==> src/rtl/imem_boot_loader_pkg.sv <==
// Shared definitions for the instruction-memory boot loader.
//   state_t          : loader FSM encoding (IDLE/LOAD/RUN/ERR)
//   MEMORY_SIZE_DEF  : default instruction memory depth in bytes
//   TIMEOUT_DEF      : default idle-cycle budget between stream bytes
//   len_legal()      : load-length check applied whenever Start is accepted
package imem_boot_loader_pkg;

  typedef enum logic [1:0] {
    ST_IDLE = 2'b00,
    ST_LOAD = 2'b01,
    ST_RUN  = 2'b10,
    ST_ERR  = 2'b11
  } state_t;

  localparam int unsigned MEMORY_SIZE_DEF = 1024;
  localparam int unsigned TIMEOUT_DEF     = 65535;

  // A load must carry at least one byte and must fit in the memory.
  function automatic logic len_legal(input logic [31:0] len,
                                     input int unsigned mem_size);
    return (len != 32'd0) && (len <= 32'(mem_size));
  endfunction

endpackage

==> src/rtl/imem_boot_loader_port_mux.sv <==
// Instruction memory port steering for the boot loader.
// The read address belongs to the core only while running; the write port
// belongs to the loader only while loading. Everything else is parked at 0.
// Ports:
//   state       : current loader state
//   wr_allow    : 0 suppresses writes (reset asserted)
//   pc_addr     : core fetch address
//   in_valid    : stream byte valid (loader is always ready in LOAD)
//   in_data     : stream byte
//   count       : next byte address within the load
//   mem_rd_addr : instruction memory read address
//   mem_we      : byte write enable
//   mem_waddr   : byte write address
//   mem_wdata   : byte write data
module imem_port_mux
  import imem_boot_loader_pkg::*;
(
  input  state_t      state,
  input  logic        wr_allow,
  input  logic [31:0] pc_addr,
  input  logic        in_valid,
  input  logic [7:0]  in_data,
  input  logic [31:0] count,
  output logic [31:0] mem_rd_addr,
  output logic        mem_we,
  output logic [31:0] mem_waddr,
  output logic [7:0]  mem_wdata
);

  always_comb begin
    mem_rd_addr = 32'd0;
    mem_we      = 1'b0;
    mem_waddr   = 32'd0;
    mem_wdata   = 8'd0;
    if (state == ST_RUN) begin
      mem_rd_addr = pc_addr;
    end
    if (state == ST_LOAD) begin
      // A reset landing mid-load must not commit one last byte on its edge.
      mem_we    = in_valid & wr_allow;
      mem_waddr = count;
      mem_wdata = in_data;
    end
  end

endmodule

==> src/rtl/imem_boot_loader.sv <==
// Boot loader for the byte-addressed instruction memory.
// Accepts a program as a valid/ready byte stream, writes it to memory while
// holding the core, then releases the core and hands it the read port.
// Ports:
//   Clk, Reset     : clock, synchronous active-low reset
//   Start, Len     : begin a load of Len bytes (Len sampled with Start)
//   In_Valid/Ready : byte stream handshake, In_Data carries the byte
//   PC_Addr        : core fetch address, forwarded while running
//   Mem_RD_Addr    : memory read address
//   Mem_WE/WAddr/WData : memory byte write port
//   Core_Run       : core may execute
//   Load_Done      : one-cycle pulse on completion of a load
//   Error          : sticky; illegal length or stream timeout
//   Checksum       : mod-256 sum of bytes written by the current/last load
module imem_boot_loader
  import imem_boot_loader_pkg::*;
#(
  parameter int unsigned MEMORY_SIZE = MEMORY_SIZE_DEF,
  parameter int unsigned TIMEOUT     = TIMEOUT_DEF
) (
  input  logic        Clk,
  input  logic        Reset,
  input  logic        Start,
  input  logic [31:0] Len,
  input  logic        In_Valid,
  input  logic [7:0]  In_Data,
  output logic        In_Ready,
  input  logic [31:0] PC_Addr,
  output logic [31:0] Mem_RD_Addr,
  output logic        Mem_WE,
  output logic [31:0] Mem_WAddr,
  output logic [7:0]  Mem_WData,
  output logic        Core_Run,
  output logic        Load_Done,
  output logic        Error,
  output logic [7:0]  Checksum
);

  state_t      state;
  logic [31:0] count;
  logic [31:0] idle;
  logic [31:0] len_q;
  logic [31:0] idle_nxt;
  logic        handshake;
  logic        last_byte;

  assign In_Ready  = (state == ST_LOAD);
  assign handshake = In_Valid & In_Ready;
  assign idle_nxt  = idle + 32'd1;
  assign last_byte = (count == len_q - 32'd1);

  always_ff @(posedge Clk) begin
    if (!Reset) begin
      state     <= ST_IDLE;
      count     <= 32'd0;
      idle      <= 32'd0;
      Checksum  <= 8'd0;
      Error     <= 1'b0;
      Load_Done <= 1'b0;
      Core_Run  <= 1'b0;
    end else begin
      Load_Done <= 1'b0;
      case (state)
        ST_IDLE, ST_ERR, ST_RUN: begin
          if (Start) begin
            Core_Run <= 1'b0;
            if (len_legal(Len, MEMORY_SIZE)) begin
              state    <= ST_LOAD;
              count    <= 32'd0;
              idle     <= 32'd0;
              Checksum <= 8'd0;
              Error    <= 1'b0;
              len_q    <= Len;
            end else begin
              state <= ST_ERR;
              Error <= 1'b1;
            end
          end
        end
        ST_LOAD: begin
          if (handshake) begin
            Checksum <= Checksum + In_Data;
            idle     <= 32'd0;
            if (last_byte) begin
              // count stays at Len-1 so the write address never runs past the load.
              state     <= ST_RUN;
              Load_Done <= 1'b1;
              Core_Run  <= 1'b1;
            end else begin
              count <= count + 32'd1;
            end
          end else begin
            idle <= idle_nxt;
            if (idle_nxt >= 32'(TIMEOUT)) begin
              state <= ST_ERR;
              Error <= 1'b1;
            end
          end
        end
        default: begin
          state <= ST_IDLE;
        end
      endcase
    end
  end

  imem_port_mux u_port_mux (
    .state       (state),
    .wr_allow    (Reset),
    .pc_addr     (PC_Addr),
    .in_valid    (In_Valid),
    .in_data     (In_Data),
    .count       (count),
    .mem_rd_addr (Mem_RD_Addr),
    .mem_we      (Mem_WE),
    .mem_waddr   (Mem_WAddr),
    .mem_wdata   (Mem_WData)
  );

endmodule

==> config.mk <==
export PLATFORM = sky130hd
export DESIGN_NAME = imem_boot_loader
export DESIGN_NICKNAME = d
export VERILOG_FILES = /design/src/rtl/imem_boot_loader_pkg.sv /design/src/rtl/imem_boot_loader_port_mux.sv /design/src/rtl/imem_boot_loader.sv
export SDC_FILE = /design/constraint.sdc
export NUM_CORES = 1
export LEC_CHECK = 0
export BUFFER_PORTS_ARGS = -buffer_cell sky130_fd_sc_hd__buf_2
export CORE_UTILIZATION = 60
export CTS_CLUSTER_SIZE = 25
export DETAILED_ROUTE_END_ITERATION = 16
export PLACE_DENSITY = 0.95
export SLEW_MARGIN = 20
export SYNTH_ARGS = -nofsm -noshare
export SYNTH_HDL_FRONTEND = slang
export SYNTH_SLANG_ARGS = --single-unit
==> constraint.sdc <==
create_clock -name Clk -period 5.3 [get_ports Clk]
set_clock_uncertainty 0.1 [all_clocks]
set_input_delay 0.53 -clock Clk [delete_from_list [all_inputs] [get_ports Clk]]
set_output_delay 0.53 -clock Clk [all_outputs]
set_load 0.01 [all_outputs]
* After elaboration in Yosys (flattened, before gate mapping)
Index checks and enable logic that the tools add are counted.
** Storage, ports and cells
- Register bits after elaboration :: 109
- Input port bits :: 76
- Output and inout bits :: 85
- Logic and storage cells :: 72
** Operators by class
- Add/subtract/negate cells :: 4
- $lt $le $gt $ge :: 2
- Equality and inequality tests :: 13
- Mux-type cells :: 31
- Bitwise logic cells :: 2
- Reduce and logical (&&, ||, !) cells :: 12
** Operators by type and width (number)
- 32-bit two-way mux :: 7
- 32-bit case mux with 2 select lines :: 2
- 32-bit by 1-bit adder with 32-bit output, second input constant :: 2
- 32-bit == test :: 1
- 32-bit by 16-bit >= comparator with 1-bit output, second input constant :: 1
- 32-bit by 11-bit <= comparator with 1-bit output, second input constant :: 1
- 8-bit two-way mux :: 4
- 32-bit nonzero test :: 1
- 32-bit by 1-bit subtractor with 32-bit output, second input constant :: 1
- 8-bit case mux with 2 select lines :: 1
- 3-bit AND reduction :: 5
- 2-bit two-way mux :: 5
- 1-bit two-way mux :: 9
- 8-bit adder :: 1
- 2-bit inequality test, second input constant :: 4
- 4-bit AND reduction :: 2
- 2-bit by 1-bit inequality test with 1-bit output, second input constant :: 3
- 2-bit == test, second input constant :: 2
- 1-bit case mux with 2 select lines :: 2
- 2-bit case mux with 2 select lines :: 1
- 3-bit by 1-bit inequality test with 1-bit output, second input constant :: 1
- 3-bit by 2-bit inequality test with 1-bit output, second input constant :: 1
- 3-bit OR reduction :: 1
- 1-bit AND :: 2
- other kinds (4) :: 4

* Logic depth before layout (Yosys ltp)
Gate-level depths: netlist of the first run.
- Word-level depth :: 5
- Mapped depth :: 13

* Hierarchy
From an unflattened synthesis of the first run, not the netlist that was laid out.
** Unflattened totals
- Cells, all modules :: 917
- Area total of the unflattened synthesis :: 7592.3 um^2
** By module, submodules not included
- imem_boot_loader :: instances 1, cells an instance 829, area an instance 6837.8 um^2, seq. area each 2502.4 um^2
- imem_port_mux :: instances 1, cells an instance 88, area an instance 754.5 um^2, seq. area each 0.0 um^2

* Worst setup path after synthesis of the first run
Ideal clock, no wire load.
- Kind :: in2reg
- Start :: in Len[5]
- End :: reg len_q[0] (enable)
- Arrival :: 3.236 ns
- Required time :: 4.779 ns
- Path slack :: 1.543 ns
- Stages on the path :: 8
- Buffers on the path :: 2
- Cells stage by stage :: nor4_1 nand3_1 xnor2_1 nor3_1 nand3_1 clkbuf_1 buf_1 nor2_1
** On the way
- Cells in the longest elaborated chain, start to end :: 3
- Elaborated cells on any way between the ends :: 4
** Ends and longest elaborated chain
- start, declared :: line imem_boot_loader.sv:24 : input logic [31:0] Len,
- 32-bit by 11-bit <= comparator with 1-bit output / 32-bit nonzero test (equally long branches) :: line imem_boot_loader_pkg.sv:21 : return (len != 32'd0) && (len <= 32'(mem_size));
- 1-bit logical AND * :: line imem_boot_loader_pkg.sv:21
- 4-bit AND reduction (no source line) *
- end signal, assigned :: line imem_boot_loader.sv:73 : len_q <= Len;
- end, declared :: line imem_boot_loader.sv:42 : logic [31:0] len_q;
Every way passes the cells marked *; elsewhere a longest branch is shown, timed or not.
A chain may end at the register's enable or synchronous reset.

* Worst setup path in the final report of the first run
- Start :: reg len_q[3]
- End :: reg count[14]
** On the way
- Cells in the longest elaborated chain, start to end :: 4
** Ends and longest elaborated chain
- 32-bit by 1-bit subtractor with 32-bit output :: line imem_boot_loader.sv:50 : assign last_byte = (count == len_q - 32'd1);
- 32-bit == test :: line imem_boot_loader.sv:50
- 2-bit inequality test (no source line)
- 4-bit AND reduction (no source line)
- end signal, assigned :: line imem_boot_loader.sv:90 : count <= count + 32'd1;
- end, declared :: line imem_boot_loader.sv:40 : logic [31:0] count;
No other way between the ends.

==> summary.txt, run 1 <==
Outcome
  – Status: finished, final reports clean

Placed design
  – Post-DP HPWL: between 10000 and 15000 µm
  – GP Congestion: 0.931
  – Number of port buffers: 160

Finish
  – Multi-input logic area: roughly 0.0045 mm²
  – Commonest non-fill, non-tap cells in the layout: buf_2 (160), nor2_1 (85), nand2_1 (83), dfxtp_1 (77), and2_1 (75)
  – Nets: 1127
  – # fillers: 980
  – Share of layout cells above drive strength 1: 0.215
  – Antenna cell count: 0
  – Sequential standard cell area: 0.00250 mm²
  – Synth-to-layout area growth: 14.6%
  – Most common cell after layout, fill and taps aside: buf_2

Logic synthesis
  – Post-synthesis register bit count: 109
  – Ys flop type: dfxtp_1
  – Syn Inst Count: 926
  – Asr flop ratio synth: 0
  – Cell Area, Synth: 0.00738 mm²
  – Yosys warning count: 0
  – Synth cell types: 80
  – EDFF count, synth: 32
  – Syn Area/Cell: 7.97 µm²
  – Seq/Total Area, Yosys: 0.339
  – Syn nets: between 1k and 1.5k

Hold path
  – Worst min path class: in2reg
  – Hold_sp: Len[8]
  – Hold Crit Depth: 1
  – Worst Hold Path EP: len_q[8]$_DFFE_PP_

Floorplan
  – Full die area: 0.0127 mm²
  – Placeable Area: between 0.01 and 0.015 mm²
  – Chip width: 113 µm
  – Initial Utilization: 0.614
  – FP Rows: 40
  – IO Pins: 161
  – Die height: 113 µm

Pwr
  – Reg power frac: 0.495
  – Sw Share: 0.250
  – Switch Pwr: 438 µW
  – Gate power share: 0.101
  – Internal cell power: between 1 and 1.5 mW
  – Clk network pwr share: 0.404
  – Static leakage: between 3 and 4 nW
  – Maximum VDD drop: 0.000168 V
  – Tot Pwr: 1.75 mW
  – PD cells: slightly above 200 mW/mm²

Global route
  – Vias in the first global route: around 6.7k
  – Tot GR Track Use: 0.313
  – GRT overflow: 0
  – First-pass GRT wire length: between 30000 and 40000 µm
  – Initial antenna violation count: 0
  – Pin count of the biggest net entering global routing: between 40 and 50

STA
  – Hold Fails Final Rpt: 0
  – Min Tclk post-route: 4.07 ns
  – Pins Over Slew Limit: 0
  – Slew margin rel.: 0.313
  – Final setup viols: 0
  – Period utilisation layout: 0.768
  – Slew @ Worst Pin: 1.03 ns
  – RSZ-0062 raised after global routing: no
  – Hold slack final: approximately 0.26 ns
  – Max Clk Rate: about 250 MHz
  – Setup_tns: 0 ns

Clock network
  – CTS tree: yes
  – Clk pin slew, worst setup/hold paths: around 0.07 ns
  – CTS Buf Count: 9
  – H-tree depth: 3
  – Post_cts resized: 0
  – Setup repair bufs after CTS: 0
  – Num Clock Sinks: 109
  – Root buffer cell: clkbuf_16
  – Clk buf depth: 2
  – Hold buffers post-CTS: 0
  – Worst-skew pair later-pin latency: approximately 0.35 ns

Flow run
  – Max-cap viol count: 0

Critical path
  – Worst r2r path cells: 9
  – CP endpoint kind: register
  – R2r endpoint: count[14]$_SDFFE_PN0P_
  – Reg-to-reg startpoint: len_q[3]$_DFFE_PP_
  – CP max FO: 21
  – CP arrival: 4.20 ns
  – Internal reg-to-reg setup slack: between 1 and 1.5 ns
  – Setup crit start: len_q[3]$_DFFE_PP_
  – WS Path Type: reg2reg
  – Worst setup SP type: register
  – Worst path required time: between 5 and 6 ns

Detailed routing
  – Pre-Repair DR Iteration Count: 5
  – Wirelength, routed: 19700 µm
  – Final ANT Viol Nets: 0
  – DR vias: 7394
  – Drt wl/cell: 16.6 µm
  – Vias per cell: around 6.2
  – DRT iter0 DRCs: 693
  – Remaining routing DRC violations: 0
-- critical path, cell delays in order (launching register included) --
cell,delay (ns)
edfxtp_1,0.50
or4_1,0.76
nor4_4,0.41
xor2_1,0.11
o221a_2,0.27
a221oi_2,0.40
nand4_2,0.21
o21ai_2,0.74
a2111oi_0,0.28
mux2i_1,0.16
-- through the flow --
stage                      util  area, µm²  cells  worst slack [ns]
after detailed placement  0.678       8140   1175              1.27
after CTS                 0.704       8450   1191              1.27
after global routing      0.704       8450   1191              1.00
final                     0.704       8450   1191              1.23
after floorplan               -       7380    926              1.54
after global placement    0.678       8140   1175              1.39
-- final cells by class --
cell class | count | area share
Timing Repair Buffer | 166 | 0.100
Multi-Input combinational cell | 736 | 0.538
Sequential cell | 109 | 0.296
Inverter | 17 | 0.00755
Clock inverter | 6 | 0.00814
Tap cell | 147 | 0.0218
Clock buffer | 10 | 0.0283
-- registers in the layout, indices dropped and copies added (netlist names) --
name,count
Checksum,8
Error,1
len_q,32
idle,32
count,32
Core_Run,1
state,2
Load_Done,1
-- per-layer routing --
metal / wire length [µm] / share of wire / global-route usage
met5: 0 / 0 / 0
met4: 364 / 0.018 / 0.103
met1: 8270 / 0.42 / 0.407
met3: 1640 / 0.083 / 0.0653
met2: 9480 / 0.48 / 0.520
-- Yosys cell counts, drive strengths merged (9+ instances only) --
cell	instances	share of area
nor2	91	0.049
nand2	83	0.042
dfxtp	77	0.21
and2	75	0.064
a21oi	62	0.043
clkbuf	51	0.026
nand3	41	0.028
o21ai	39	0.027
nor3	36	0.024
edfxtp	32	0.13
xor2	31	0.037
nand4	28	0.025
xnor2	27	0.032
nor4	22	0.024
or4	18	0.019
inv	17	0.0087
or3	17	0.014
or2	16	0.014
buf	13	0.011
and3	12	0.010
a31oi	11	0.0093
ha	11	0.019
and4	9	0.011
o31ai	9	0.0092
-- power by group through the flow --
stage               combinational, mW  sequential [mW]  clock, mW
finish                          0.178            0.868      0.708
global route                    0.195            0.869      0.751
CTS                             0.176            0.868      0.708
detailed placement              0.175            0.887          0
global placement                0.170            0.887          0
floorplan                      0.0994            0.887          0
-- cells by family after synthesis --
family,Yosys count,synth area share
mux,6,0.00831
simple gates,485,0.365
flops,109,0.339
xor+xnor,58,0.0689
fa+ha+maj,12,0.0214
compound gates,175,0.152
buf+inv,81,0.0456
-- worst max-delay path by stage --
stage          slack [ns]                endpoint  cells after the start
2_1_floorplan        1.54      len_q[0]$_DFFE_PP_                      8
4_1_cts              1.27  count[14]$_SDFFE_PN0P_                      9
6_report             1.23  count[14]$_SDFFE_PN0P_                      9
5_1_grt              1.00  count[20]$_SDFFE_PN0P_                      9
3_3_place_gp         1.39  count[14]$_SDFFE_PN0P_                      9
3_5_place_dp         1.27  count[14]$_SDFFE_PN0P_                      9
(Power assumes the default switching activity.)
==> run 2: changes to the inputs <==
--- a/config.mk
+++ b/config.mk
@@ -6,10 +6,10 @@
 export NUM_CORES = 1
 export LEC_CHECK = 0
 export BUFFER_PORTS_ARGS = -buffer_cell sky130_fd_sc_hd__buf_2
-export CORE_UTILIZATION = 60
+export CORE_UTILIZATION = 50
 export CTS_CLUSTER_SIZE = 25
 export DETAILED_ROUTE_END_ITERATION = 16
-export PLACE_DENSITY = 0.95
+export PLACE_DENSITY = 0.85
 export SLEW_MARGIN = 20
 export SYNTH_ARGS = -nofsm -noshare
 export SYNTH_HDL_FRONTEND = slang
==> constraint.sdc (replaced) <==
create_clock -name Clk -period 3.5 [get_ports Clk]
set_clock_uncertainty 0.1 [all_clocks]
set_input_delay 0.35 -clock Clk [delete_from_list [all_inputs] [get_ports Clk]]
set_output_delay 0.35 -clock Clk [all_outputs]
set_load 0.01 [all_outputs]
==> run 2 against run 1 <==
Compared with the run above:
- clock power grew 39%
- cell area grew 4.2%
- cell count grew 5.8%
- register-to-register slack lost 1.1 ns
- sequential share of layout area shrank 1.2 points
- fmax grew 22%
- critical path depth grew 1
- die area grew 20%
- utilization shrank 9.5 points
- combinational power grew 56%
- power grew 47%
==> summary.txt, run 2 (synthesis results as in run 1) <==
Hold path
  – Worst min path class: in2reg (unchanged)

Critical path
  – CP endpoint kind: register (unchanged)
  – CP max FO: 7 (was 21)
  – Worst r2r path cells: 10 (was 9)
  – Worst setup SP type: register (unchanged)
  – Setup crit start: len_q[3]$_DFFE_PP_ (unchanged)
  – WS Path Type: reg2reg (unchanged)
  – CP arrival: 3.48 ns (was 4.20 ns)
  – Reg-to-reg startpoint: len_q[3]$_DFFE_PP_ (unchanged)
  – R2r endpoint: count[16]$_SDFFE_PN0P_ (was count[14]$_SDFFE_PN0P_)
  – Worst path required time: 3.65 ns (was 5.43 ns)
  – Worst setup path end: count[16]$_SDFFE_PN0P_ (was count[14]$_SDFFE_PN0P_)
  – Internal reg-to-reg setup slack: 0.17 ns (was 1.23 ns)

Detailed routing
  – Drt wl/cell: 16.2 µm (was 16.6 µm)
  – Final ANT Viol Nets: 0 (unchanged)
  – DRT iter0 DRCs: 503 (was 693)
  – Wirelength, routed: 20500 µm (was 19700 µm)
  – Vias per cell: 5.93 (was 6.21)
  – Remaining routing DRC violations: 0 (unchanged)
  – Pre-Repair DR Iteration Count: 8 (was 5)
  – DR vias: 7477 (was 7394)

Floorplan
  – Full die area: 0.0152 mm² (was 0.0127 mm²)
  – Initial Utilization: 0.509 (was 0.614)
  – FP Rows: 44 (was 40)
  – Placeable Area: 0.0145 mm² (was 0.0120 mm²)
  – IO Pins: 161 (unchanged)
  – Die height: 123 µm (was 113 µm)
  – Chip width: 123 µm (was 113 µm)

STA
  – Slew margin rel.: 0.431 (was 0.313)
  – Setup_tns: 0 ns (unchanged)
  – Final setup viols: 0 (unchanged)
  – Min Tclk post-route: 3.33 ns (was 4.07 ns)
  – Slew @ Worst Pin: 0.851 ns (was 1.03 ns)
  – Max Clk Rate: 300 MHz (was 246 MHz)
  – Final setup margin: 0.170 ns (was 1.23 ns)
  – Period utilisation layout: 0.951 (was 0.768)
  – Pins Over Slew Limit: 0 (unchanged)
  – Hold Fails Final Rpt: 0 (unchanged)

Finish
  – # fillers: 1306 (was 980)
  – Sequential standard cell area: 0.00250 mm² (about the same)
  – Antenna cell count: 0 (unchanged)
  – Synth-to-layout area growth: 19.4% (was 14.6%)
  – Final instance area: 0.00881 mm² (was 0.00845 mm²)
  – Multi-input logic area: 0.00461 mm² (was 0.00455 mm²)
  – Share of layout cells above drive strength 1: 0.246 (was 0.215)
  – Largest registers: count: 32 flops, idle: 32 flops, len_q: 32 flops (unchanged)
  – Most common cell after layout, fill and taps aside: buf_2 (unchanged)
  – Non-filler instance count after layout: 1260 (was 1191)
  – Commonest non-fill, non-tap cells in the layout: buf_2 (160), nor2_1 (85), nand2_1 (83), dfxtp_1 (76), and2_1 (74) (was buf_2 (160), nor2_1 (85), nand2_1 (83), dfxtp_1 (77), and2_1 (75))
  – Nets: 1159 (was 1127)

Placed design
  – Number of port buffers: 160 (unchanged)
  – GP Congestion: 0.927 (was 0.931)
  – Number of placed cells counting well taps: 1241 (was 1175)
  – Post-DP HPWL: 14600 µm (was 13900 µm)
  – Post-place setup slack: 0.0893 ns (was 1.27 ns)
  – Dpl cell area: 0.00842 mm² (was 0.00814 mm²)

Pwr
  – Reg power frac: 0.511 (was 0.495)
  – Static leakage: 3.50 nW (was 3.32 nW)
  – Maximum VDD drop: 0.000248 V (was 0.000168 V)
  – Clk network pwr share: 0.382 (was 0.404)
  – Switch Pwr: 635 µW (was 438 µW)
  – Sw Share: 0.247 (was 0.250)
  – Internal cell power: 1.94 mW (was 1.32 mW)
  – Tot Pwr: 2.57 mW (was 1.75 mW)
  – Gate power share: 0.108 (was 0.101)
  – PD cells: 292 mW/mm² (was 207 mW/mm²)

Global route
  – Tot GR Track Use: 0.268 (was 0.313)
  – First-pass GRT wire length: 32200 µm (was 32300 µm)
  – Pin count of the biggest net entering global routing: 37 (was 47)
  – Initial antenna violation count: 0 (unchanged)
  – Vias in the first global route: 6602 (was 6741)
  – GRT overflow: 0 (unchanged)

Clock network
  – Clk buf depth: 2 (unchanged)
  – CTS tree: yes (unchanged)
  – CTS Buf Count: 9 (unchanged)
  – H-tree depth: 3 (unchanged)
  – Root buffer cell: clkbuf_16 (unchanged)
  – Hold buffers post-CTS: 0 (unchanged)
  – Num Clock Sinks: 109 (unchanged)
  – Worst-skew pair later-pin latency: 0.35 ns (about the same)
  – Clk pin slew, worst setup/hold paths: 0.07 ns (about the same)

Outcome
  – Status: finished, final reports clean (unchanged)

Flow run
  – Max-cap viol count: 0 (unchanged)
run 2: changes by cell type in the layout (fill, tap and decap cells not counted), sizes merged:
cell      previous run  this run
clkinvlp             1         0
clkinv               2         3
inv                 19        18
buf                166       198
clkbuf              10        12
bufinv               1         0
run 2: critical path, cell delays in order (launching register included):
cell	delay, ns
edfxtp_1	0.38
or4_1	0.54
buf_4	0.19
nor4_4	0.35
xor2_1	0.11
o221a_2	0.26
a221oi_2	0.39
nand4_2	0.29
o21ai_1	0.26
nor4_1	0.06
or2_2	0.29
run 2: power groups by stage:
stage	clock [mW]	combinational, mW	sequential [mW]
2_1_floorplan	0	0.151	1.34
3_3_place_gp	0	0.270	1.34
3_5_place_dp	0	0.276	1.34
4_1_cts	0.996	0.277	1.31
5_1_grt	1.04	0.310	1.32
6_report	0.982	0.277	1.31
run 2: metal layers:
layer,track usage,up-vias,routed length [µm]
met2,0.453,318,9900
li1,-,3642,-
met3,0.0461,40,1510
met1,0.348,3477,8610
met5,0,-,0
met4,0.0836,0,429
run 2: worst min-delay path by stage:
| stage | slack [ns] | cells past startpoint | from | to |
|---|---|---|---|---|
| after floorplan | 0.33 | 1 | idle[9]$_SDFFE_PN0P_ | idle[9]$_SDFFE_PN0P_ |
| after global placement | 0.35 | 1 | idle[9]$_SDFFE_PN0P_ | idle[9]$_SDFFE_PN0P_ |
| after detailed placement | 0.35 | 1 | idle[9]$_SDFFE_PN0P_ | idle[9]$_SDFFE_PN0P_ |
| after CTS | 0.08 | 1 | Len[28] | len_q[28]$_DFFE_PP_ |
| after global routing | 0.07 | 1 | Len[30] | len_q[30]$_DFFE_PP_ |
| final | 0.08 | 1 | Len[5] | len_q[5]$_DFFE_PP_ |
run 2: cell type report:
cell class | instances | area share
Clock buffer | 12 | 0.0291
Timing Repair Buffer | 198 | 0.128
Inverter | 17 | 0.00725
Clock inverter | 4 | 0.00242
Multi-Input combinational cell | 736 | 0.523
Tap cell | 184 | 0.0261
Sequential cell | 109 | 0.284
run 2: timing repair:
| action | CTS | global route |
|---|---|---|
| pin swaps | 0 | 4 |
| setup buffers | 0 | 3 |
| hold endpoints to repair | 0 | 0 |
| gates resized for setup | 1 | 18 |
| gates cloned | 0 | 0 |
| endpoints found under the setup margin | 1 | 33 |
run 2: stage by stage:
stage               hold slack [ns]   util
global placement              0.350  0.582
finish                       0.0848  0.608
floorplan                     0.332      -
detailed placement            0.353  0.582
global route                 0.0742  0.608
CTS                          0.0797  0.601
